===== config.mk =====
export PLATFORM = sky130hd
export DESIGN_NAME = mmu_sync_fifo
export DESIGN_NICKNAME = d
export VERILOG_FILES = /design/src/rtl/mmu_pkg.sv /design/src/rtl/mmu_fifo_ptr.sv /design/src/rtl/mmu_sync_fifo.sv
export SDC_FILE = /design/constraint.sdc
export NUM_CORES = 1
export LEC_CHECK = 0
export ABC_AREA = 1
export CAP_MARGIN = 0
export CORE_MARGIN = 2
export CORE_UTILIZATION = 45
export CTS_BUF_LIST = sky130_fd_sc_hd__clkbuf_4
export CTS_CLUSTER_SIZE = 16
export DETAILED_ROUTE_END_ITERATION = 8
export PLACE_DENSITY_LB_ADDON = 0.08
export SETUP_SLACK_MARGIN = 0.5
export SYNTH_ARGS = -nofsm -noshare
export SYNTH_HDL_FRONTEND = slang
export SYNTH_SLANG_ARGS = --single-unit

===== constraint.sdc =====
create_clock -name clk -period 5.8 [get_ports clk]
set_input_delay 1.16 -clock clk [delete_from_list [all_inputs] [get_ports clk]]
set_output_delay 1.16 -clock clk [all_outputs]
set_load 0.02 [all_outputs]

===== src/rtl/mmu_pkg.sv =====
// Shared MMU constants and width helpers for FIFO counters and addresses.
// Used by the MMU FIFO (see mmu_sync_fifo for the MMU_FIFO_OUT_REG_EN build option).
package mmu_pkg;

  localparam int MMU_DATA_WIDTH = 32;
  localparam int MMU_FIFO_DEPTH = 8;

  // Occupancy must represent 0..depth inclusive, hence depth+1.
  function automatic int mmu_cnt_w(input int depth);
    return $clog2(depth + 1);
  endfunction

  function automatic int mmu_addr_w(input int depth);
    return (depth > 1) ? $clog2(depth) : 1;
  endfunction

endpackage


===== src/rtl/mmu_fifo_ptr.sv =====
// Wrapping FIFO address counter 0..DEPTH-1; one-cycle update, clear has priority over increment.
// Never stalls; the caller gates inc_i.
module mmu_fifo_ptr
  import mmu_pkg::*;
#(
  parameter int DEPTH = MMU_FIFO_DEPTH,
  localparam int AW = mmu_addr_w(DEPTH)
) (
  input  logic          clk,
  input  logic          rst_n,
  input  logic          clr_i,
  input  logic          inc_i,
  output logic [AW-1:0] addr_o
);

  // Explicit wrap compare so non-power-of-2 depths work.
  always_ff @(posedge clk or negedge rst_n) begin
    if (!rst_n) begin
      addr_o <= '0;
    end else if (clr_i) begin
      addr_o <= '0;
    end else if (inc_i) begin
      addr_o <= (addr_o == AW'(DEPTH - 1)) ? '0 : addr_o + AW'(1);
    end
  end

endmodule


===== src/rtl/mmu_sync_fifo.sv =====
// Single-clock MMU FIFO with count, thresholds, flush and sticky errors; show-ahead read, or 1-cycle
// registered read when MMU_FIFO_OUT_REG_EN is defined. Push refused when full, pop refused when empty.
module mmu_sync_fifo
  import mmu_pkg::*;
#(
  parameter int DATA_WIDTH = MMU_DATA_WIDTH,
  parameter int FIFO_DEPTH = MMU_FIFO_DEPTH,
  parameter int AF_THRESH  = 6,
  parameter int AE_THRESH  = 1,
  localparam int CW = mmu_cnt_w(FIFO_DEPTH),
  localparam int AW = mmu_addr_w(FIFO_DEPTH)
) (
  input  logic                  clk,
  input  logic                  rst_n,
  input  logic                  flush_i,
  input  logic                  wren_i,
  input  logic [DATA_WIDTH-1:0] wdata_i,
  input  logic                  rden_i,
  output logic [DATA_WIDTH-1:0] rdata_o,
  output logic                  rvalid_o,
  output logic                  full_o,
  output logic                  empty_o,
  output logic                  almost_full_o,
  output logic                  almost_empty_o,
  output logic [CW-1:0]         count_o,
  input  logic                  clr_err_i,
  output logic                  overflow_o,
  output logic                  underflow_o
);

  logic [DATA_WIDTH-1:0] mem [FIFO_DEPTH];
  logic [CW-1:0]         count_q;
  logic [AW-1:0]         wr_addr;
  logic [AW-1:0]         rd_addr;
  logic                  push_acc;
  logic                  pop_acc;
  logic                  ovf_ev;
  logic                  unf_ev;

  assign full_o         = (count_q == CW'(FIFO_DEPTH));
  assign empty_o        = (count_q == '0);
  assign almost_full_o  = (count_q >= CW'(AF_THRESH));
  assign almost_empty_o = (count_q <= CW'(AE_THRESH));
  assign count_o        = count_q;

  // Flush swallows the cycle's requests entirely, including their error side effects.
  assign push_acc = wren_i & ~full_o & ~flush_i;
  assign pop_acc  = rden_i & ~empty_o & ~flush_i;
  assign ovf_ev   = wren_i & full_o & ~flush_i;
  assign unf_ev   = rden_i & empty_o & ~flush_i;

  mmu_fifo_ptr #(.DEPTH(FIFO_DEPTH)) u_wr_ptr (
    .clk    (clk),
    .rst_n  (rst_n),
    .clr_i  (flush_i),
    .inc_i  (push_acc),
    .addr_o (wr_addr)
  );

  mmu_fifo_ptr #(.DEPTH(FIFO_DEPTH)) u_rd_ptr (
    .clk    (clk),
    .rst_n  (rst_n),
    .clr_i  (flush_i),
    .inc_i  (pop_acc),
    .addr_o (rd_addr)
  );

  always_ff @(posedge clk or negedge rst_n) begin
    if (!rst_n) begin
      count_q <= '0;
    end else if (flush_i) begin
      count_q <= '0;
    end else begin
      case ({push_acc, pop_acc})
        2'b10:   count_q <= count_q + CW'(1);
        2'b01:   count_q <= count_q - CW'(1);
        default: count_q <= count_q;
      endcase
    end
  end

  // A fresh error in the same cycle as a clear keeps the flag set.
  always_ff @(posedge clk or negedge rst_n) begin
    if (!rst_n) begin
      overflow_o  <= 1'b0;
      underflow_o <= 1'b0;
    end else begin
      overflow_o  <= (overflow_o & ~clr_err_i) | ovf_ev;
      underflow_o <= (underflow_o & ~clr_err_i) | unf_ev;
    end
  end

  always_ff @(posedge clk) begin
    if (push_acc) begin
      mem[wr_addr] <= wdata_i;
    end
  end

`ifdef MMU_FIFO_OUT_REG_EN
  always_ff @(posedge clk or negedge rst_n) begin
    if (!rst_n) begin
      rdata_o  <= '0;
      rvalid_o <= 1'b0;
    end else if (pop_acc) begin
      rdata_o  <= mem[rd_addr];
      rvalid_o <= 1'b1;
    end else begin
      rvalid_o <= 1'b0;
    end
  end
`else
  // Masked while empty so the port never shows stale or uninitialised storage.
  assign rdata_o  = empty_o ? '0 : mem[rd_addr];
  assign rvalid_o = ~empty_o;
`endif

endmodule

Word-level counts from Yosys, hierarchy flattened
Memory sizes are Yosys's and may differ from the RTL's.
Cells that the tools add are included.
- bitwise operators: 16
- muxes and demuxes: 11
- order comparisons: 2
- $add $sub $neg: 4
- equal/unequal tests: 5
- reduce and logical (&&, ||, !) cells: 4
- operators with widths (operator ; number):
    2-to-1 mux 32 bit ; 1
    2-to-1 mux 3 bit ; 6
    bitwise AND 1 bit ; 10
    one-hot mux 4 bit (2 select lines) ; 1
    adder 3 x 1 -> 3 bit, second input constant ; 2
    equality test 3 bit, second input constant ; 2
    adder 4 x 1 -> 4 bit, second input constant ; 1
    equality test 4 bit, second input constant ; 1
    >= comparator 4 x 3 -> 1 bit, second input constant ; 1
    less-or-equal comparator 4 x 1 -> 1 bit, second input constant ; 1
    zero test 4 bit ; 1
    2-to-1 mux 4 bit ; 1
    inverter 1 bit ; 4
    nonzero test 2 bit ; 2
    subtractor 4 x 1 -> 4 bit, second input constant ; 1
    nonzero test 3 bit ; 1
    equality test 2 x 1 -> 1 bit, second input constant ; 1
    equality test 2 bit, second input constant ; 1
    2-to-1 mux 1 bit ; 2
    bitwise OR 1 bit ; 2
- register bits after elaboration: 12
- bits in writable memories: 256
- output and inout bits: 43
- bits of input ports: 38
- memories kept: 1
- memories (memory ; depth ; bits a word ; read ports ; clocked after memory_dff ; wr ports ; RTL line ; source):
    mem ; 8 ; 32 ; 1 ; 0 ; 1 ; mmu_sync_fifo.sv:31 ; logic [DATA_WIDTH-1:0] mem [FIFO_DEPTH];

Longest topological paths before layout
Gate-level depths: netlist of the first run.
- word-level depth: 7
- depth in mapped cells: 10
- depth with buffers taken out: 10

Modules after synthesis
From an unflattened synthesis of the first run, not the netlist that was laid out.
- cells, all modules: 879
- area, all modules: 10934.2 um^2
- by module, submodules not included (module ; area each (um^2) ; times used ; cells each ; seq. area each (um^2)):
    mmu_sync_fifo ; 10631.4 ; 1 ; 845 ; 7837.5
    mmu_fifo_ptr ; 151.4 ; 2 ; 17 ; 75.1

Worst setup path before layout of the first run
OpenSTA, ideal clock, no wires.
- kind: input -> register
- start point: input wren_i
- end point: memory mem[0][0] (netlist name), enable pin
- library setup time: 421 ps
- stages: 6
- path buffers: 0
- required time: 5379 ps
- arrival time: 3013 ps
- setup slack: 2366 ps
- path through: inv_1 -> nor2_1 -> nand2_4 -> inv_2 -> nand2_1 -> nor2_1
- longest elaborated chain between the ends: 4
- ends and longest elaborated chain (item ; RTL line ; source):
    start, declared ; mmu_sync_fifo.sv:16 ; input logic wren_i,
    bitwise AND 1 bit (2 in series) ; mmu_sync_fifo.sv:47 ; assign push_acc = wren_i & ~full_o & ~flush_i;
    2-to-1 mux 1 bit ; mmu_sync_fifo.sv:94 ; if (push_acc) begin
    2-to-1 mux 1 bit (not written as such) ; mmu_sync_fifo.sv:95 ; mem[wr_addr] <= wdata_i;
    end, declared ; mmu_sync_fifo.sv:31 ;
Every way passes these cells.

Final worst setup path of the first run
- start point: register u_rd_ptr.addr_o[0]
- end point: output rdata_o[7]
- longest elaborated chain between the ends: 2
- ends and longest elaborated chain (item ; RTL line ; source):
    start, declared ; mmu_fifo_ptr.sv:13 ; output logic [AW-1:0] addr_o
    start signal, assigned ; mmu_fifo_ptr.sv:23 ; addr_o <= (addr_o == AW'(DEPTH - 1)) ? '0 : addr_o + AW'(1);
    memory (8 x 32 bit) ; - ;
    2-to-1 mux 32 bit ; mmu_sync_fifo.sv:113 ; assign rdata_o = empty_o ? '0 : mem[rd_addr];
    end, declared ; mmu_sync_fifo.sv:19 ; output logic [DATA_WIDTH-1:0] rdata_o,
Every way passes these cells.

==> results.rst, run 1 <==
.. list-table::
   :header-rows: 1

   * - Metric
     - Value
   * - Result of the run
     - finished clean
   * - Critical path's top delay family
     - buffers and inverters
   * - Critical path endpoint
     - rdata_o[7]
   * - Max Root-Sink Buffers
     - 3
   * - Layout overhead on the synthesized area
     - 18.0%
   * - Final critical-path share of the clock period
     - 84.5%
   * - Top-area cell type share of the netlist area
     - 70.2%
   * - Mean number of vias per cell
     - 5.14
   * - Largest clock skew in the final design
     - 0.0384 ns
   * - Core utilization of the finished layout
     - 53.6%
   * - Number of max-slew violations in the final report
     - 0
   * - I/O Pins
     - 81
   * - Synth Cell Area
     - 0.0110 mm²
   * - Count of yosys warnings during synthesis
     - 0
   * - Areal power density over the cells
     - 352 mW/mm²
   * - Avg WL per Cell
     - 17.7 µm
   * - Detailed-route via count
     - 7033
   * - Start point of the critical path
     - u_rd_ptr.addr_o[0]
   * - CTS tree
     - done
   * - Cell Rows
     - 57
   * - Total Negative Setup Slacks
     - 0 ns
   * - Finished Layout Cells
     - 1369
   * - Buffer cell driving the clock tree root
     - sky130_fd_sc_hd__clkbuf_4
   * - Tightest Pin Transition
     - 1.08 ns
   * - Data required, critical path
     - 4.64 ns
   * - Number of hold violations in the final report
     - 0
   * - Category of the worst setup path capture point
     - output port
   * - Die area
     - 0.0256 mm²
   * - Most frequent standard cell in the layout excluding fill and tap cells
     - sky130_fd_sc_hd__edfxtp_1
   * - CP max FO
     - 53
   * - Type of the worst setup path
     - reg -> out
   * - Number of buffers and inverters on the critical path
     - 3
   * - Number of port buffers
     - 80
   * - Setup repair after global routing missed its margin
     - false
   * - Latest clock arrival within the worst-skew pair
     - 0.64 ns
   * - Largest area contributor in the netlist
     - sky130_fd_sc_hd__edfxtp_1
   * - Routed wire length
     - 24300 µm
   * - Global-route usage over all layers
     - 19.3%
   * - Net total in the final layout
     - 1039
   * - Final setup vio count
     - 0
   * - Worst path depth
     - 7
   * - Clock transition at the registers of the reported paths
     - 0.06 ns
   * - Number of buffers added for setup after CTS
     - 0
   * - Total congestion overflow
     - 0
   * - Gates resized, CTS repair
     - 0
   * - Area of the core
     - 0.0241 mm²
   * - Total design power
     - 0.00455 W
   * - Synth Area per Inst
     - 12.5 µm²
   * - Layout Cell Area excl Fill
     - 0.0129 mm²
   * - Number of global-route vias before repair
     - 7031
   * - Most used cell along the critical path
     - sky130_fd_sc_hd__nor2_1
   * - Static Leakage
     - 4.51 nW
   * - Worst-case reg-to-reg path depth
     - 8
   * - Gate count after technology mapping
     - 878
   * - Slowest cell on the critical path
     - sky130_fd_sc_hd__clkinv_2
   * - Number of levels the H-tree was split into
     - 3
   * - Total cell area at the placement stage
     - 0.0120 mm²
   * - Antenna violations before repair
     - 1
   * - Antenna viol nets, final
     - 0
   * - Number of distinct library cells after synthesis
     - 26
   * - Crit-path cells
     - clkinv_2, buf_4, o21ai_0, o22ai_1, nor2_1, nor2_1, clkdlybuf4s50_1
   * - Max-cap violation count
     - 0
   * - Filler instances
     - 2150
   * - Largest stage delay, worst path
     - 0.77 ns
   * - DRC
     - 0
   * - Crit path arrival time
     - 3.74 ns
   * - Sinks on Clock Net
     - 268
   * - Type of origin of the critical path
     - flop
   * - Worst R2R End
     - mem[2][9]
   * - Post-synthesis register bit count
     - 268
   * - Worst voltage drop across the vdd grid
     - 0.148 mV
   * - Critical R2R Launch
     - count_o[1]
   * - Number of buffers created by CTS
     - 71
   * - Fraction of the yosys area taken by sequential cells
     - 72.9%
   * - Top library cells by usage in the layout, fill and taps aside
     - sky130_fd_sc_hd__edfxtp_1 (256), sky130_fd_sc_hd__nor2_1 (229), sky130_fd_sc_hd__clkbuf_4 (108)
   * - Worst-case register-to-register setup slack
     - 2.80 ns
   * - Starting density of the core
     - 45.4%
   * - Max-slew headroom
     - 27.6%
   * - DP HPWL
     - 12600 µm
   * - Global-route wire length before repair
     - 38000 µm
   * - Cells taking the most area after synthesis
     - sky130_fd_sc_hd__edfxtp_1 (70%), sky130_fd_sc_hd__nor2_1 (8.1%), sky130_fd_sc_hd__o21ai_0 (4.1%), sky130_fd_sc_hd__dfrtp_1 (2.7%), sky130_fd_sc_hd__nand2_1 (2.5%)
   * - Iteration-0 DRC count of the detailed router
     - 421
   * - Number of nets produced by synthesis
     - 924
   * - Worst min path class
     - reg -> reg
   * - Hold_buf cts
     - 0
   * - Die height
     - 160 µm
   * - Minimum clock period
     - 4.90 ns
   * - Placer Congestion
     - 0.716
   * - Placed Cells
     - 1244
   * - Proportion of layout cells with a drive suffix above 1
     - 14.5%
   * - Largest net degree at the start of global routing
     - 85
   * - Fmax
     - 204 MHz
   * - Horizontal extent of the die
     - 160 µm
   * - TritonRoute pass-1 iters
     - 5
## metal layers
layer  vias to the layer above  part of all wire [%]  track usage [%]
met1                      3417                    46             25.4
met3                        42                   4.3             4.03
met2                       152                    48             32.0
li1                       3422                     -                -
met4                         0                   1.9             6.84
met5                         -                     0                0
## power by group
| group | switching, W | internal [W] | leakage [nW] |
|---|---|---|---|
| combinational | 0.000439 | 0.000260 | 1.49 |
| clock | 0.000724 | 0.000931 | 0.547 |
| sequential | 0.0000397 | 0.00215 | 2.47 |
## worst min-delay path by stage
stage	from	end	slack [ns]	cells after the start
after detailed placement	underflow_o	underflow_o	0.53	2
after CTS	underflow_o	underflow_o	0.54	2
after floorplan	u_wr_ptr.addr_o[0]	u_wr_ptr.addr_o[0]	0.55	2
after global routing	underflow_o	underflow_o	0.59	2
after global placement	underflow_o	underflow_o	0.52	2
final	underflow_o	underflow_o	0.54	2
## area by class of cell
| type | count | area [µm²] | share of cell area (%) |
|---|---|---|---|
| clock buffers | 108 | 811 | 6.27 |
| inverters | 19 | 72.6 | 0.561 |
| multi-input cells | 538 | 2620 | 20.3 |
| well taps | 324 | 405 | 3.14 |
| clock inverters | 13 | 103 | 0.794 |
| flip-flops and latches | 268 | 7990 | 61.8 |
| repair buffers | 95 | 913 | 7.07 |
| diodes | 4 | 10.0 | 0.0774 |
## registers in the layout, indices dropped and copies added (netlist names)
register	count
overflow_o	1
mem	256
u_rd_ptr.addr_o	3
u_wr_ptr.addr_o	3
count_o	4
underflow_o	1
## per-stage QoR
step | worst slack, ns | hold WS (ns)
final | 0.899 | 0.536
after global routing | 0.611 | 0.586
after CTS | 0.864 | 0.537
after detailed placement | 1.56 | 0.529
after global placement | 1.57 | 0.519
after floorplan | 2.37 | 0.551
## cells by family (layout without fill, tap and decap cells)
group / Yosys count / after routing / synth area share [%]
other: 0 / 4 / 0
flip-flops: 268 / 268 / 72.9
buffers and inverters: 72 / 235 / 3.72
AO/OA/AOI/OAI: 203 / 203 / 10.6
XOR/XNOR: 2 / 2 / 0.160
adder cells (fa/ha/maj): 8 / 8 / 0.914
AND/OR/NAND/NOR: 325 / 325 / 11.7
## tightest hold or removal path, stage by stage (launching register included)
cell and delay, ns:
sky130_fd_sc_hd__dfrtp_1 0.37, sky130_fd_sc_hd__inv_1 0.05, sky130_fd_sc_hd__o22ai_1 0.07
## cell usage after synthesis
cell type and n:
sky130_fd_sc_hd__nand2_1 72, sky130_fd_sc_hd__nand2_2 4, sky130_fd_sc_hd__nand3_4 1, sky130_fd_sc_hd__nor2_1 237, sky130_fd_sc_hd__nand3_1 5, sky130_fd_sc_hd__ha_1 8
sky130_fd_sc_hd__clkbuf_2 2, sky130_fd_sc_hd__dfrtp_1 12, sky130_fd_sc_hd__a21oi_4 2, sky130_fd_sc_hd__nand4_1 2, sky130_fd_sc_hd__o22ai_1 33, sky130_fd_sc_hd__inv_2 3
sky130_fd_sc_hd__buf_6 11, sky130_fd_sc_hd__edfxtp_1 256, sky130_fd_sc_hd__nand2_4 2, sky130_fd_sc_hd__buf_1 1, sky130_fd_sc_hd__buf_2 21, sky130_fd_sc_hd__o21ai_1 46
sky130_fd_sc_hd__inv_1 16, sky130_fd_sc_hd__xor2_1 2, sky130_fd_sc_hd__o21ai_0 90, sky130_fd_sc_hd__nand3b_1 1, sky130_fd_sc_hd__o211ai_1 32, sky130_fd_sc_hd__clkbuf_1 11
sky130_fd_sc_hd__buf_4 7, sky130_fd_sc_hd__nor2_4 1
Power figures use the tool's default switching activity.
==> run 2, diff against run 1 <==
- clock period: 5.8 -> 4 ns (I/O delays scaled with it)
==> results.rst, run 2 (synthesized netlist as in run 1, its figures left out) <==
.. list-table::
   :header-rows: 1

   * - Metric
     - Value
   * - Register name with the most flops
     - mem
   * - Final setup vio count
     - 0
   * - Avg WL per Cell
     - 18.6 µm
   * - Critical path endpoint
     - rdata_o[20]
   * - Placed Cells
     - 1254
   * - Finished Layout Cells
     - 1382
   * - Setup repair after global routing missed its margin
     - true
   * - Global-route usage over all layers
     - 20.6%
   * - Sinks on Clock Net
     - 268
   * - Tightest Pin Transition
     - 0.559 ns
   * - Crit-path cells
     - buf_16, o21ai_0, o211ai_1, nand2_1, nor2_1, clkdlybuf4s50_1
   * - Fmax
     - 293 MHz
   * - Number of global-route vias before repair
     - 7277
   * - Slowest cell on the critical path
     - sky130_fd_sc_hd__clkdlybuf4s50_1
   * - Die height
     - 160 µm
   * - Worst min path class
     - in -> async
   * - Core utilization of the finished layout
     - 55.2%
   * - Cell Rows
     - 57
   * - Largest clock skew in the final design
     - 0.0395 ns
   * - Crit path arrival time
     - 2.62 ns
   * - Minimum clock period
     - 3.42 ns
   * - Critical R2R Launch
     - count_o[1]
   * - Static Leakage
     - 4.83 nW
   * - Worst voltage drop across the vdd grid
     - 0.225 mV
   * - Net total in the final layout
     - 1054
   * - Largest net degree at the start of global routing
     - 61
   * - Horizontal extent of the die
     - 160 µm
   * - Data required, critical path
     - 3.20 ns
   * - Result of the run
     - finished clean
   * - Clock transition at the registers of the reported paths
     - 0.06 ns
   * - Type of origin of the critical path
     - flop
   * - TritonRoute pass-1 iters
     - 5
   * - Start point of the critical path
     - u_rd_ptr.addr_o[1]
   * - Detailed-route via count
     - 7191
   * - Number of buffers created by CTS
     - 69
   * - Mean number of vias per cell
     - 5.20
   * - Die area
     - 0.0256 mm²
   * - Final-layout worst hold slack
     - 0.515 ns
   * - Layout overhead on the synthesized area
     - 21.4%
   * - Number of port buffers
     - 80
   * - Most frequent standard cell in the layout excluding fill and tap cells
     - sky130_fd_sc_hd__edfxtp_1
   * - Max-cap violation count
     - 0
   * - Buffer cell driving the clock tree root
     - sky130_fd_sc_hd__clkbuf_4
   * - Placer Congestion
     - 0.728
   * - Largest register FFs
     - 256
   * - Top library cells by usage in the layout, fill and taps aside
     - sky130_fd_sc_hd__edfxtp_1 (256), sky130_fd_sc_hd__nor2_1 (229), sky130_fd_sc_hd__clkbuf_4 (105)
   * - I/O Pins
     - 81
   * - Worst-case reg-to-reg path depth
     - 8
   * - Global-route wire length before repair
     - 40400 µm
   * - Worst-case register-to-register setup slack
     - 1.58 ns
   * - CP max FO
     - 49
   * - CTS tree
     - done
   * - Final critical-path share of the clock period
     - 85.4%
   * - Latest clock arrival within the worst-skew pair
     - 0.66 ns
   * - Type of the worst setup path
     - reg -> out
   * - Routed wire length
     - 25700 µm
   * - Filler instances
     - 2146
   * - Areal power density over the cells
     - 501 mW/mm²
   * - Total congestion overflow
     - 0
   * - Antenna viol nets, final
     - 0
   * - Iteration-0 DRC count of the detailed router
     - 510
   * - Number of max-slew violations in the final report
     - 0
   * - Largest stage delay, worst path
     - 0.61 ns
   * - DRC
     - 0
   * - Number of hold violations in the final report
     - 0
   * - Max-slew headroom
     - 62.6%
   * - Worst R2R End
     - mem[0][2]
   * - Proportion of layout cells with a drive suffix above 1
     - 15.9%
   * - Starting density of the core
     - 45.4%
   * - Antenna violations before repair
     - 1
   * - Number of levels the H-tree was split into
     - 3
   * - Area of the core
     - 0.0241 mm²
   * - Category of the worst setup path capture point
     - output port
   * - Total Negative Setup Slacks
     - 0 ns
   * - Max Root-Sink Buffers
     - 3
   * - DP HPWL
     - 12900 µm
## run 2: cell types whose count changed in the layout (fill, tap and decap cells not counted), sizes merged
cell / previous run / this run
dlymetal6s2s: 0 / 4
clkbuf: 108 / 105
clkdlybuf4s50: 80 / 50
clkinv: 11 / 13
bufbuf: 0 / 3
inv: 19 / 18
clkinvlp: 0 / 1
dlygate4sd2: 0 / 26
diode: 4 / 1
buf: 15 / 29
## run 2: power by group
part	internal (W)	switching [W]	total, W
Clock	0.00132	0.00105	0.00237
Combinational	0.000430	0.000706	0.00114
Sequential	0.00312	0.0000299	0.00315
## run 2: worst min-delay path by stage
stage | startpoint | cells after the start | to
2_1_floorplan | rst_n | 0 | count_o[0]
3_3_place_gp | underflow_o | 2 | underflow_o
3_5_place_dp | underflow_o | 2 | underflow_o
4_1_cts | rst_n | 1 | overflow_o
5_1_grt | rst_n | 1 | overflow_o
6_report | rst_n | 1 | overflow_o
## run 2: per-layer routing
layer	GRT usage (%)	wire length (µm)	vias up
met3	4.94	1440	33
met5	0	0	-
met4	5.94	298	0
li1	-	-	3457
met2	34.8	12700	185
met1	26.8	11300	3516
## run 2: critical path, delay by kind of cell, from the launching register on
| family | cells | cell delay [ns] |
|---|---|---|
| flip-flops | 1 | 0.52 |
| AND/OR/NAND/NOR | 2 | 0.19 |
| buffers and inverters | 2 | 0.89 |
| AO/OA/AOI/OAI | 2 | 0.34 |
## run 2: through the flow
step / total power [W] / setup WS [ns] / cell area [µm²]
2_1_floorplan: 0.00388 / 0.862 / 11000
3_3_place_gp: 0.00429 / 0.778 / 12200
3_5_place_dp: 0.00430 / 0.813 / 12200
4_1_cts: 0.00674 / 0.506 / 13300
5_1_grt: 0.00700 / 0.386 / 13300
6_report: 0.00666 / 0.584 / 13300
## run 2: final cells by class
type                       count  area (µm²)  share of cell area (%)
antenna                        1        2.50                  0.0188
clock buffer                 105         788                    5.93
clock inverter                15         113                   0.847
inverter                      19        83.8                   0.631
multi-input combinational    538        2630                    19.8
sequential                   268        8000                    60.2
tap                          324         405                    3.05
timing repair buffer         112        1270                    9.57
## run 2: timing repair
action | CTS | global route
hold buffers | 0 | 0
endpoints found under the setup margin | 35 | 8
resized for setup | 40 | 9
setup buffers | 3 | 0
endpoints found under the hold margin | 0 | 0
gates cloned | 4 | 0
pin swaps | 0 | 0
==> run 3, diff against run 2 <==
- CAP_MARGIN: 0 -> 5
- CORE_UTILIZATION: 45 -> 25
==> results.rst, run 3 (synthesized netlist as in run 1, its figures left out) <==
.. list-table::
   :header-rows: 1

   * - Metric
     - Value
   * - Result of the run
     - finished clean
   * - Top library cells by usage in the layout, fill and taps aside
     - sky130_fd_sc_hd__edfxtp_1 (256), sky130_fd_sc_hd__nor2_1 (229), sky130_fd_sc_hd__clkbuf_4 (120)
   * - Areal power density over the cells
     - 506 mW/mm²
   * - Critical R2R Launch
     - count_o[1]
   * - Max-slew headroom
     - 57.6%
   * - Placer Congestion
     - 0.702
   * - Worst-case register-to-register setup slack
     - 1.40 ns
   * - Number of max-slew violations in the final report
     - 0
   * - Detailed-route via count
     - 7338
   * - Data required, critical path
     - 3.20 ns
   * - CTS tree
     - done
   * - Proportion of layout cells with a drive suffix above 1
     - 19.1%
   * - Final critical-path share of the clock period
     - 83.4%
   * - Buffer cell driving the clock tree root
     - sky130_fd_sc_hd__clkbuf_4
   * - Number of port buffers
     - 80
   * - CP max FO
     - 25
   * - Worst voltage drop across the vdd grid
     - 0.201 mV
   * - Total congestion overflow
     - 0
   * - Total design power
     - 0.00697 W
   * - Clock power frac
     - 37.5%
   * - Antenna viol nets, final
     - 0
   * - Switching portion of total power
     - 28.3%
   * - Number of buffers created by CTS
     - 79
   * - Start point of the critical path
     - u_rd_ptr.addr_o[0]
   * - Worst-case reg-to-reg path depth
     - 8
   * - Antenna violations before repair
     - 1
   * - Net total in the final layout
     - 1072
   * - Max Root-Sink Buffers
     - 3
   * - DP HPWL
     - 17100 µm
   * - Starting density of the core
     - 25.4%
   * - Crit path arrival time
     - 2.54 ns
   * - Worst R2R End
     - mem[6][10]
   * - Die area
     - 0.0455 mm²
   * - Worst min path class
     - in -> async
   * - Fmax
     - 300 MHz
   * - Avg WL per Cell
     - 19.2 µm
   * - Hold_buf cts
     - 0
   * - Setup repair after global routing missed its margin
     - true
   * - Largest net degree at the start of global routing
     - 67
   * - Global-route usage over all layers
     - 14.5%
   * - Filler instances
     - 4454
   * - Total cell area at the placement stage
     - 0.0125 mm²
   * - Horizontal extent of the die
     - 213 µm
   * - Most frequent standard cell in the layout excluding fill and tap cells
     - sky130_fd_sc_hd__edfxtp_1
   * - Cell Rows
     - 76
   * - TritonRoute pass-1 iters
     - 4
   * - Latest clock arrival within the worst-skew pair
     - 0.71 ns
   * - Die height
     - 213 µm
   * - Type of origin of the critical path
     - flop
   * - Number of levels the H-tree was split into
     - 3
   * - Mean number of vias per cell
     - 4.38
   * - Final setup vio count
     - 0
   * - Combinational share of power
     - 17.2%
   * - Number of global-route vias before repair
     - 7699
   * - Largest register FFs
     - 256
   * - Int Power
     - 0.00500 W
   * - Tightest Pin Transition
     - 0.634 ns
   * - Category of the worst setup path capture point
     - output port
   * - Layout overhead on the synthesized area
     - 25.7%
   * - Type of the worst setup path
     - reg -> out
   * - Clock transition at the registers of the reported paths
     - 0.07 ns
   * - Area of the core
     - 0.0432 mm²
   * - Total Negative Setup Slacks
     - 0 ns
   * - Global-route wire length before repair
     - 48300 µm
   * - Switching Power
     - 0.00197 W
   * - Number of hold violations in the final report
     - 0
   * - Register name with the most flops
     - mem
   * - Largest clock skew in the final design
     - 0.0595 ns
   * - I/O Pins
     - 81
   * - Max-cap violation count
     - 0
   * - DRC
     - 0
   * - Routed wire length
     - 32100 µm
   * - Iteration-0 DRC count of the detailed router
     - 380
   * - Minimum clock period
     - 3.34 ns
   * - Static Leakage
     - 4.87 nW
   * - Power share of the sequential group
     - 45.3%
   * - Sinks on Clock Net
     - 268
   * - Layout Cell Area excl Fill
     - 0.0138 mm²
   * - Core utilization of the finished layout
     - 31.9%
[run 3: changes by cell type in the layout (fill, tap and decap cells not counted), sizes merged]
cell / change
bufbuf: -3
clkbuf: +32
clkinv: +7
bufinv: -1
inv: +3
clkdlybuf4s15: +4
dlymetal6s2s: -4
dlygate4sd2: -13
clkdlybuf4s50: -3
buf: +9
[run 3: repair_timing]
item	in CTS	in global routing
gates cloned	5	2
gates resized for setup	58	37
pin swaps	6	6
setup buffers	4	3
endpoints found under the setup margin	35	20
[run 3: critical path: stages (launching register included)]
cell                            delay [ns]
sky130_fd_sc_hd__dfrtp_4              0.62
sky130_fd_sc_hd__inv_12               0.13
sky130_fd_sc_hd__buf_12               0.15
sky130_fd_sc_hd__buf_16               0.18
sky130_fd_sc_hd__nor2_1               0.05
sky130_fd_sc_hd__o22ai_1              0.17
sky130_fd_sc_hd__nor2_1               0.06
sky130_fd_sc_hd__nor2_1               0.11
sky130_fd_sc_hd__dlygate4sd2_1        0.33
[run 3: how the worst max path moves through the flow]
stage / end / cells after the start
global route: rdata_o[3] / 8
detailed placement: mem[6][3] / 7
finish: rdata_o[10] / 8
CTS: rdata_o[30] / 7
floorplan: mem[0][0] / 7
global placement: mem[6][3] / 7
[run 3: metal layers]
layer  share of wire [%]  vias up  global-route usage, %
li1                    -     3509                      -
met1                  45     3623                   18.9
met2                  48      149                   23.4
met3                 4.2       57                   3.19
met4                 2.7        0                   6.13
met5                   0        -                      0
[run 3: layout make-up]
| class | count | area [µm²] | area share, % |
|---|---|---|---|
| antenna | 1 | 2.50 | 0.0182 |
| sequential | 268 | 7990 | 58.0 |
| clock inverter | 23 | 120 | 0.872 |
| multi-input combinational | 538 | 2640 | 19.1 |
| timing repair inverter | 1 | 8.76 | 0.0636 |
| tap | 585 | 732 | 5.31 |
| inverter | 19 | 86.3 | 0.627 |
| timing repair buffer | 119 | 1290 | 9.38 |
| clock buffer | 120 | 901 | 6.54 |
[run 3: stage by stage]
| stage | setup WS, ns | hold slack, ns | std cells |
|---|---|---|---|
| 3_3_place_gp | 0.709 | 0.546 | 1516 |
| 6_report | 0.663 | 0.475 | 1674 |
| 3_5_place_dp | 0.727 | 0.548 | 1516 |
| 5_1_grt | 0.457 | 0.470 | 1674 |
| 4_1_cts | 0.482 | 0.428 | 1668 |
| 2_1_floorplan | 0.862 | 0.504 | 878 |
[run 3: power by group through the flow]
| stage | registers [W] | clock network [W] | logic, W |
|---|---|---|---|
| 2_1_floorplan | 0.00321 | 0 | 0.000668 |
| 3_3_place_gp | 0.00321 | 0 | 0.00115 |
| 3_5_place_dp | 0.00321 | 0 | 0.00114 |
| 4_1_cts | 0.00316 | 0.00274 | 0.00121 |
| 5_1_grt | 0.00316 | 0.00289 | 0.00133 |
| 6_report | 0.00316 | 0.00261 | 0.00120 |
